[config.mk]
export PLATFORM = sky130hd
export DESIGN_NAME = mux_sel_pipe
export DESIGN_NICKNAME = d
export VERILOG_FILES = /design/src/rtl/mux_pipe_pkg.sv /design/src/rtl/mux_n_to_1.sv /design/src/rtl/mux_sel_pipe.sv
export SDC_FILE = /design/constraint.sdc
export NUM_CORES = 1
export LEC_CHECK = 0
export BUFFER_PORTS_ARGS = -buffer_cell sky130_fd_sc_hd__buf_2
export CAP_MARGIN = 10
export CORE_MARGIN = 2
export CORE_UTILIZATION = 30
export CTS_CLUSTER_SIZE = 40
export DETAILED_ROUTE_END_ITERATION = 10
export SYNTH_ARGS = -nofsm -noshare
export SYNTH_HDL_FRONTEND = slang
export SYNTH_SLANG_ARGS = --single-unit
[constraint.sdc]
create_clock -name clk -period 1.7 [get_ports clk]
set_input_delay 0.255 -clock clk [delete_from_list [all_inputs] [get_ports clk]]
set_output_delay 0.255 -clock clk [all_outputs]
set_load 0.03 [all_outputs]
[src/rtl/mux_pipe_pkg.sv]
// Shared types and constants for the operand-select stage and its N:1 mux.
package mux_pipe_pkg;
    localparam int ERR_CNT_W = 8;
    localparam logic [ERR_CNT_W-1:0] ERR_CNT_MAX = 8'd255;

    // Widest data path the buffer entry can carry; instances use the low WIDTH bits.
    localparam int MAX_WIDTH = 64;

    typedef struct packed {
        logic [MAX_WIDTH-1:0] data;
        logic                 sel_err;
    } entry_t;

    function automatic int sel_w(input int n);
        return (n < 2) ? 1 : $clog2(n);
    endfunction
endpackage

[src/rtl/mux_n_to_1.sv]
// Combinational N:1 select; out-of-range selects yield zero data and err=1.
module mux_n_to_1 import mux_pipe_pkg::*; #(
    parameter  int WIDTH  = 32,
    parameter  int NUM_IN = 3,
    localparam int SEL_W  = sel_w(NUM_IN)
) (
    input  logic [SEL_W-1:0]        in_sel,
    input  logic [NUM_IN*WIDTH-1:0] in_data,
    output logic [WIDTH-1:0]        sel_data,
    output logic                    err
);
    always_comb begin
        sel_data = '0;
        err      = 1'b1;
        for (int k = 0; k < NUM_IN; k++) begin
            if (in_sel == SEL_W'(k)) begin
                sel_data = in_data[k*WIDTH +: WIDTH];
                err      = 1'b0;
            end
        end
    end
endmodule

[src/rtl/mux_sel_pipe.sv]
// N:1 operand select registered behind a valid/ready 2-entry skid buffer.
// Define MUXP_ERR_CNT_EN to add the saturating illegal-select counter port err_count.
module mux_sel_pipe import mux_pipe_pkg::*; #(
    parameter  int WIDTH  = 32,
    parameter  int NUM_IN = 3,
    localparam int SEL_W  = sel_w(NUM_IN)
) (
    input  logic                    clk,
    input  logic                    rst_n,
    input  logic                    flush,
    input  logic                    in_valid,
    output logic                    in_ready,
    input  logic [SEL_W-1:0]        in_sel,
    input  logic [NUM_IN*WIDTH-1:0] in_data,
    output logic                    out_valid,
    input  logic                    out_ready,
    output logic [WIDTH-1:0]        out_data,
    output logic                    out_sel_err
`ifdef MUXP_ERR_CNT_EN
   ,output logic [ERR_CNT_W-1:0]    err_count
`endif
);
    logic [WIDTH-1:0] sel_data;
    logic             sel_err;
    entry_t           nxt, main_q, skid_q;
    logic             main_vld, skid_vld;
    logic             accept, drain;

    mux_n_to_1 #(.WIDTH(WIDTH), .NUM_IN(NUM_IN)) u_mux (
        .in_sel   (in_sel),
        .in_data  (in_data),
        .sel_data (sel_data),
        .err      (sel_err)
    );

    always_comb begin
        nxt                  = '0;
        nxt.data[WIDTH-1:0]  = sel_data;
        nxt.sel_err          = sel_err;
    end

    // Ready depends only on registered skid state, so there is no path from out_ready.
    assign in_ready = !skid_vld;
    assign accept   = in_valid && in_ready;
    assign drain    = main_vld && out_ready;

    always_ff @(posedge clk) begin
        if (!rst_n) begin
            main_vld <= 1'b0;
            skid_vld <= 1'b0;
            main_q   <= '0;
            skid_q   <= '0;
        end else if (flush) begin
            main_vld <= 1'b0;
            skid_vld <= 1'b0;
            main_q   <= '0;
            skid_q   <= '0;
        end else if (!main_vld || drain) begin
            if (skid_vld) begin
                main_q   <= skid_q;
                main_vld <= 1'b1;
                skid_vld <= 1'b0;
            end else if (accept) begin
                main_q   <= nxt;
                main_vld <= 1'b1;
            end else begin
                main_vld <= 1'b0;
            end
        end else if (accept) begin
            skid_q   <= nxt;
            skid_vld <= 1'b1;
        end
    end

    assign out_valid   = main_vld;
    assign out_data    = main_q.data[WIDTH-1:0];
    assign out_sel_err = main_q.sel_err;

    generate
        if (WIDTH < MAX_WIDTH) begin : g_pad
            logic unused_hi;
            assign unused_hi = ^main_q.data[MAX_WIDTH-1:WIDTH];
        end
    endgenerate

`ifdef MUXP_ERR_CNT_EN
    // Beats discarded by flush are not accepted, so they are not counted.
    always_ff @(posedge clk) begin
        if (!rst_n)
            err_count <= '0;
        else if (accept && !flush && sel_err && err_count != ERR_CNT_MAX)
            err_count <= err_count + 1'b1;
    end
`else
    // Counter absent; illegal selects remain visible per beat on out_sel_err.
`endif
endmodule

==> results.toml, run 1 <==
[die]
initial_core_util = 0.304
io_pins = 138
rows = 40
die_h_um = 114
core_area_mm2 = 0.0119
die_w_um = 114
die_area_mm2 = 0.0130

[run_status]
outcome = "complete, no violations"

[route]
drc = 0
drt_wl_total_um = 9680
final_antenna_net_count = 0
drtIter0Drc = 126
viasPerCell = 5.16
vias = 3386
wl_per_cell_um = 14.8
drt_first_pass_iters = 5

[placement]
dp_slack_ns = 0.234
io_buffer_count = 137
place_congestion = 0.701
hpwl_um = 6630

[global_routing]
antenna_found_initial = 1
grt_max_degree = 59
track_usage = 0.149
first_global_vias = 3168
overflow = 0
grt_pass1_wl_um = 15400

[timing]
period_share = 0.954
hold_viol = 0
fmax_ghz = 0.617
min_period_ns = 1.62
rsz0062_at_grt = "no"
fin_skew_ns = 0.00445
maxSlewHeadroom = 0.728
worst_pin_slew_ns = 0.397
fin_ws_ns = 0.0787
slew_viol_final = 0
final.setup.tns_ns = 0
setup_violations = 0

[min_path]
min_from = "rst_n"
holdPathEnd = "skid_q[0]$_SDFFE_PP0P_"
hold_path_class = "in -> reg"
hold_depth = 3

[final_layout]
num_antenna_cells = 0
final_layout_size_suffix_gt1_frac = 0.334
multi_input_area_mm2 = 0.00203
fillCellCount = 1205
seqCellArea_mm2 = 0.00136
final_nets = 607
syn_to_final_growth_pct = 30.5

[synth]
syn_area_mm2 = 0.00362
synth_top_family_by_area = "compound AO/OA/AOI/OAI gates"
synthAdderAreaFrac = 0
synth-xor-area-share = 0
syn_inst = 384
synth-compound-area-share = 0.321
yosys_warnings = 0
synth.distinct_cells = 28
syn-num-nets = 487
synth.mux.area_fraction = 0.0885
synth-simple-area-share = 0.150
ys_ff_latch = 68
yosysSeqAreaShare = 0.376
syn_area_per_cell_um2 = 9.43

[critical_path]
r2r_setup_slack_ns = 0.31
rr_worst_depth = 4
timing.rr.end = "skid_q[23]$_SDFFE_PP0P_"
cp-end-kind = "output port"
required_ns = 1.44
crit_type = "reg -> out"
r2r_start = "skid_vld$_SDFFE_PP0P_"
path_max_fanout = 29
worstSetupStartpointType = "register"
critical_path_arrival_ns = 1.37

[clocking]
hold_buffers = 0
cts_tree = "done"
htree_levels = 3
clk_latency_ns = 0.32
cts_max_path_buffers = 2
cts_setup_buffers = 0
clock-sinks = 68
clkTransAtPathRegs_ns = 0.06
ctsResizeCount = 0
root_buffer = "clkbuf_16"
numCtsBuffers = 9

[power]
powerDensity_mw_per_mm2 = 852
p_leak_nw = 1.96
ir_worst_vdd_v = 0.000464

[flow_run]
maxCapViolCount = 0
## layout make-up
class                      count  share of cell area
multi-input combinational    274               0.430
inverter                       1            0.000794
timing repair buffer         150               0.182
tap                          147              0.0389
clock buffer                  11              0.0492
sequential                    68               0.288
clock inverter                 5              0.0111
## registers in the layout (all words and copies together), names as in the netlist
| signal | count |
|---|---|
| skid_q | 33 |
| skid_vld | 1 |
| out_sel_err | 1 |
| out_data | 32 |
| out_valid | 1 |
## cell usage after synthesis (all sizes together)
library cell	count	share of area
nor2b	1	0.0017
and4bb	1	0.0035
nand3b	32	0.066
nor2	1	0.0010
and2b	1	0.0021
or2b	4	0.0083
nand2b	31	0.056
mux2i	32	0.088
o211ai	32	0.066
or2	1	0.0024
a2111oi	1	0.0024
clkbuf	14	0.015
nor3	3	0.0055
o21ai	32	0.044
o21a	32	0.066
buf	27	0.049
inv	1	0.0010
a21oi	36	0.053
dfxtp	68	0.38
nand3	1	0.0014
a32o	32	0.088
and3b	1	0.0024
## how the worst max path moves through the flow
| stage | from | endpoint | slack [ns] | cells past startpoint |
|---|---|---|---|---|
| 2_1_floorplan | out_valid$_SDFFE_PP0N_ | skid_q[23]$_SDFFE_PP0P_ | 0.37 | 5 |
| 3_3_place_gp | in_sel[0] | out_data[31]$_SDFFE_PP0P_ | 0.25 | 5 |
| 3_5_place_dp | in_sel[0] | out_data[31]$_SDFFE_PP0P_ | 0.23 | 5 |
| 4_1_cts | skid_vld$_SDFFE_PP0P_ | in_ready | 0.05 | 3 |
| 5_1_grt | skid_vld$_SDFFE_PP0P_ | in_ready | 0.005 | 3 |
| 6_report | skid_vld$_SDFFE_PP0P_ | in_ready | 0.08 | 3 |
## worst max-delay path, stage by stage (launching register included)
cell and delay (ns):
dfxtp_2 0.47, inv_1 0.18, buf_12 0.21, buf_2 0.19
## logic make-up (layout without fill, tap and decap cells)
family | after synthesis | after routing
buf+inv | 42 | 167
flops | 68 | 68
simple gates | 77 | 77
mux | 32 | 32
compound gates | 165 | 165
## cells in the final DEF (no fill, tap or decap), drive strengths merged
master and count:
dfxtp 68, or2 1, o211ai 32, and2b 1, and3b 1, inv 1
a21oi 36, nand3 1, a32o 32, mux2i 32, nand2b 31, bufinv 1
and4bb 1, or2b 4, o21ai 32, a2111oi 1, clkbuf 11, buf 150
nor2 1, clkinv 3, nor3 3, clkinvlp 1, nor2b 1, o21a 32
nand3b 32
## routing by layer
layer,vias to the layer above,global-route usage,part of all wire
li1,1706,-,-
met1,1580,0.188,0.46
met2,90,0.249,0.46
met3,10,0.0452,0.062
met4,0,0.0341,0.0097
met5,-,0,0
## report_power, final
group          switching [W]  total [W]  internal (W)
combinational       0.000309   0.000595      0.000286
clock               0.000659    0.00179       0.00113
sequential         0.0000163    0.00164       0.00163
## stage by stage
step / util / area, µm² / total power, W / cells / hold slack (ns)
final: 0.397 / 4730 / 0.00402 / 656 / 0.273
after global routing: 0.397 / 4730 / 0.00423 / 656 / 0.273
after CTS: 0.397 / 4730 / 0.00409 / 656 / 0.266
after detailed placement: 0.373 / 4440 / 0.00228 / 640 / 0.449
after global placement: 0.373 / 4440 / 0.00227 / 640 / 0.444
after floorplan: - / 3620 / 0.00206 / 384 / 0.433
No activity file was read; power rests on OpenSTA's default activity.
==> run 2: changes to the inputs <==
--- a/config.mk
+++ b/config.mk
@@ -7,7 +7,7 @@
 export LEC_CHECK = 0
 export BUFFER_PORTS_ARGS = -buffer_cell sky130_fd_sc_hd__buf_2
 export CAP_MARGIN = 10
-export CORE_MARGIN = 2
+export CORE_MARGIN = 4
 export CORE_UTILIZATION = 30
 export CTS_CLUSTER_SIZE = 40
 export DETAILED_ROUTE_END_ITERATION = 10
==> run 2 against run 1 <==
Against the previous run:
- sequential share of layout area fell by 0.17 points
- worst hold slack improved by 0.0039 ns
- wire length rose by 5.3%
- total power rose by 2.1%
- core utilization rose by 1.2 points
- final cell count fell by 0.15%
- first-iteration DRC count rose by 34%
- die area rose by 7.1%
- register-to-register slack barely moved
- maximum frequency rose by 7.3%
- critical path depth did not move
- via count rose by 0.35%
- critical path type unchanged
==> results.toml, run 2 (synthesis gave the netlist of run 1 again) <==
[timing]
worst_pin_slew_ns = 0.363
fmax_ghz = 0.662
rsz0062_at_grt = "no"
final.setup.tns_ns = 0
slew_viol_final = 0
maxSlewHeadroom = 0.757
period_share = 0.889
setup_violations = 0
min_period_ns = 1.51
hold_viol = 0
fin_skew_ns = 0.00828

[global_routing]
use_met3 = 0.0389
track_usage = 0.148
overflow = 0
grt_pass1_wl_um = 17300
grt_max_degree = 46
first_global_vias = 3530
antenna_found_initial = 0
grt_most_used_layer = "met2"
met2_usage = 0.253
grtUsageMet1 = 0.190

[clocking]
clkTransAtPathRegs_ns = 0.05
clk_latency_ns = 0.32
root_buffer = "clkbuf_16"
cts_max_path_buffers = 2
hold_buffers = 0
cts_tree = "done"
numCtsBuffers = 9
clock-sinks = 68
htree_levels = 3
cts_setup_buffers = 0
ctsResizeCount = 0

[final_layout]
num_antenna_cells = 0
top_register = "skid_q"
final_layout_size_suffix_gt1_frac = 0.338
layout.cells.non_filler = 655
final_util = 0.409
final_common_cell = "buf_2"
final_cell_mix = "buf_2 (137), dfxtp_1 (68), a21oi_1 (35)"
syn_to_final_growth_pct = 31.2
largest_register_ffs = 33
final_nets = 610

[die]
core_area_mm2 = 0.0116
rows = 39
io_pins = 138
initial_core_util = 0.312
die_area_mm2 = 0.0139
die_w_um = 118
die_h_um = 118

[placement]
hpwl_um = 7290
io_buffer_count = 137
dp.cells = 639
place_congestion = 0.737

[run_status]
outcome = "complete, no violations"

[power]
power_frac_comb = 0.147
switching_share = 0.247
powerDensity_mw_per_mm2 = 865
p_leak_nw = 1.97
ir_worst_vdd_v = 0.000439
clockPowerShare = 0.453
p_seq_frac = 0.400
p_switching_w = 0.00102
p_int_w = 0.00309

[route]
final_antenna_net_count = 0
wl_per_cell_um = 15.6
drt_wl_total_um = 10200
drc = 0
drt_first_pass_iters = 4
drtIter0Drc = 169
viasPerCell = 5.19
vias = 3398

[critical_path]
critical_path_arrival_ns = 1.26
worstSetupStartpointType = "register"
required_ns = 1.44
r2r_setup_slack_ns = 0.30
crit_type = "reg -> out"
cp-end-kind = "output port"
path_max_fanout = 17

[min_path]
hold_path_class = "in -> reg"

[flow_run]
maxCapViolCount = 0
-- run 2: final timing paths --
check | from | endpoint | cells past startpoint
worst max register to register | skid_vld$_SDFFE_PP0P_ | out_sel_err$_SDFFE_PP0P_ | 4
worst min register to register | out_data[15]$_SDFFE_PP0P_ | out_data[15]$_SDFFE_PP0P_ | 1
worst max-delay path | skid_vld$_SDFFE_PP0P_ | in_ready | 3
worst min-delay path | rst_n | skid_q[0]$_SDFFE_PP0P_ | 3
-- run 2: per-stage QoR --
stage	instance area (µm²)	worst slack [ns]	total power, W	hold WS [ns]
CTS	4750	0.169	0.00417	0.264
finish	4750	0.189	0.00411	0.277
detailed placement	4440	0.282	0.00229	0.453
floorplan	3620	0.374	0.00206	0.433
global route	4750	0.0994	0.00432	0.286
global placement	4440	0.258	0.00228	0.450
-- run 2: metal layers --
metal  part of all wire  vias to the layer above
met2               0.48                      102
met1               0.46                     1577
met4             0.0061                        0
met3              0.056                        5
li1                   -                     1714
met5                  0                        -
-- run 2: power groups by stage --
stage	clock, W	combinational [W]	sequential, W
final	0.00186	0.000606	0.00164
after global routing	0.00200	0.000670	0.00165
after CTS	0.00191	0.000611	0.00164
after detailed placement	0	0.000608	0.00168
after global placement	0	0.000598	0.00168
after floorplan	0	0.000333	0.00173
-- run 2: final cells by class --
| cell class | count | area (µm²) |
|---|---|---|
| Clock buffer | 11 | 243 |
| Clock inverter | 5 | 61.3 |
| Fill cell | 1153 | 6860 |
| Inverter | 1 | 3.75 |
| Multi-Input combinational cell | 274 | 2030 |
| Sequential cell | 68 | 1360 |
| Tap cell | 143 | 179 |
| Timing Repair Buffer | 153 | 868 |
-- run 2: worst max-delay path: stages (launching register included) --
cell and delay, ns:
dfxtp_1 0.36, inv_1 0.09, buf_4 0.24, buf_2 0.24
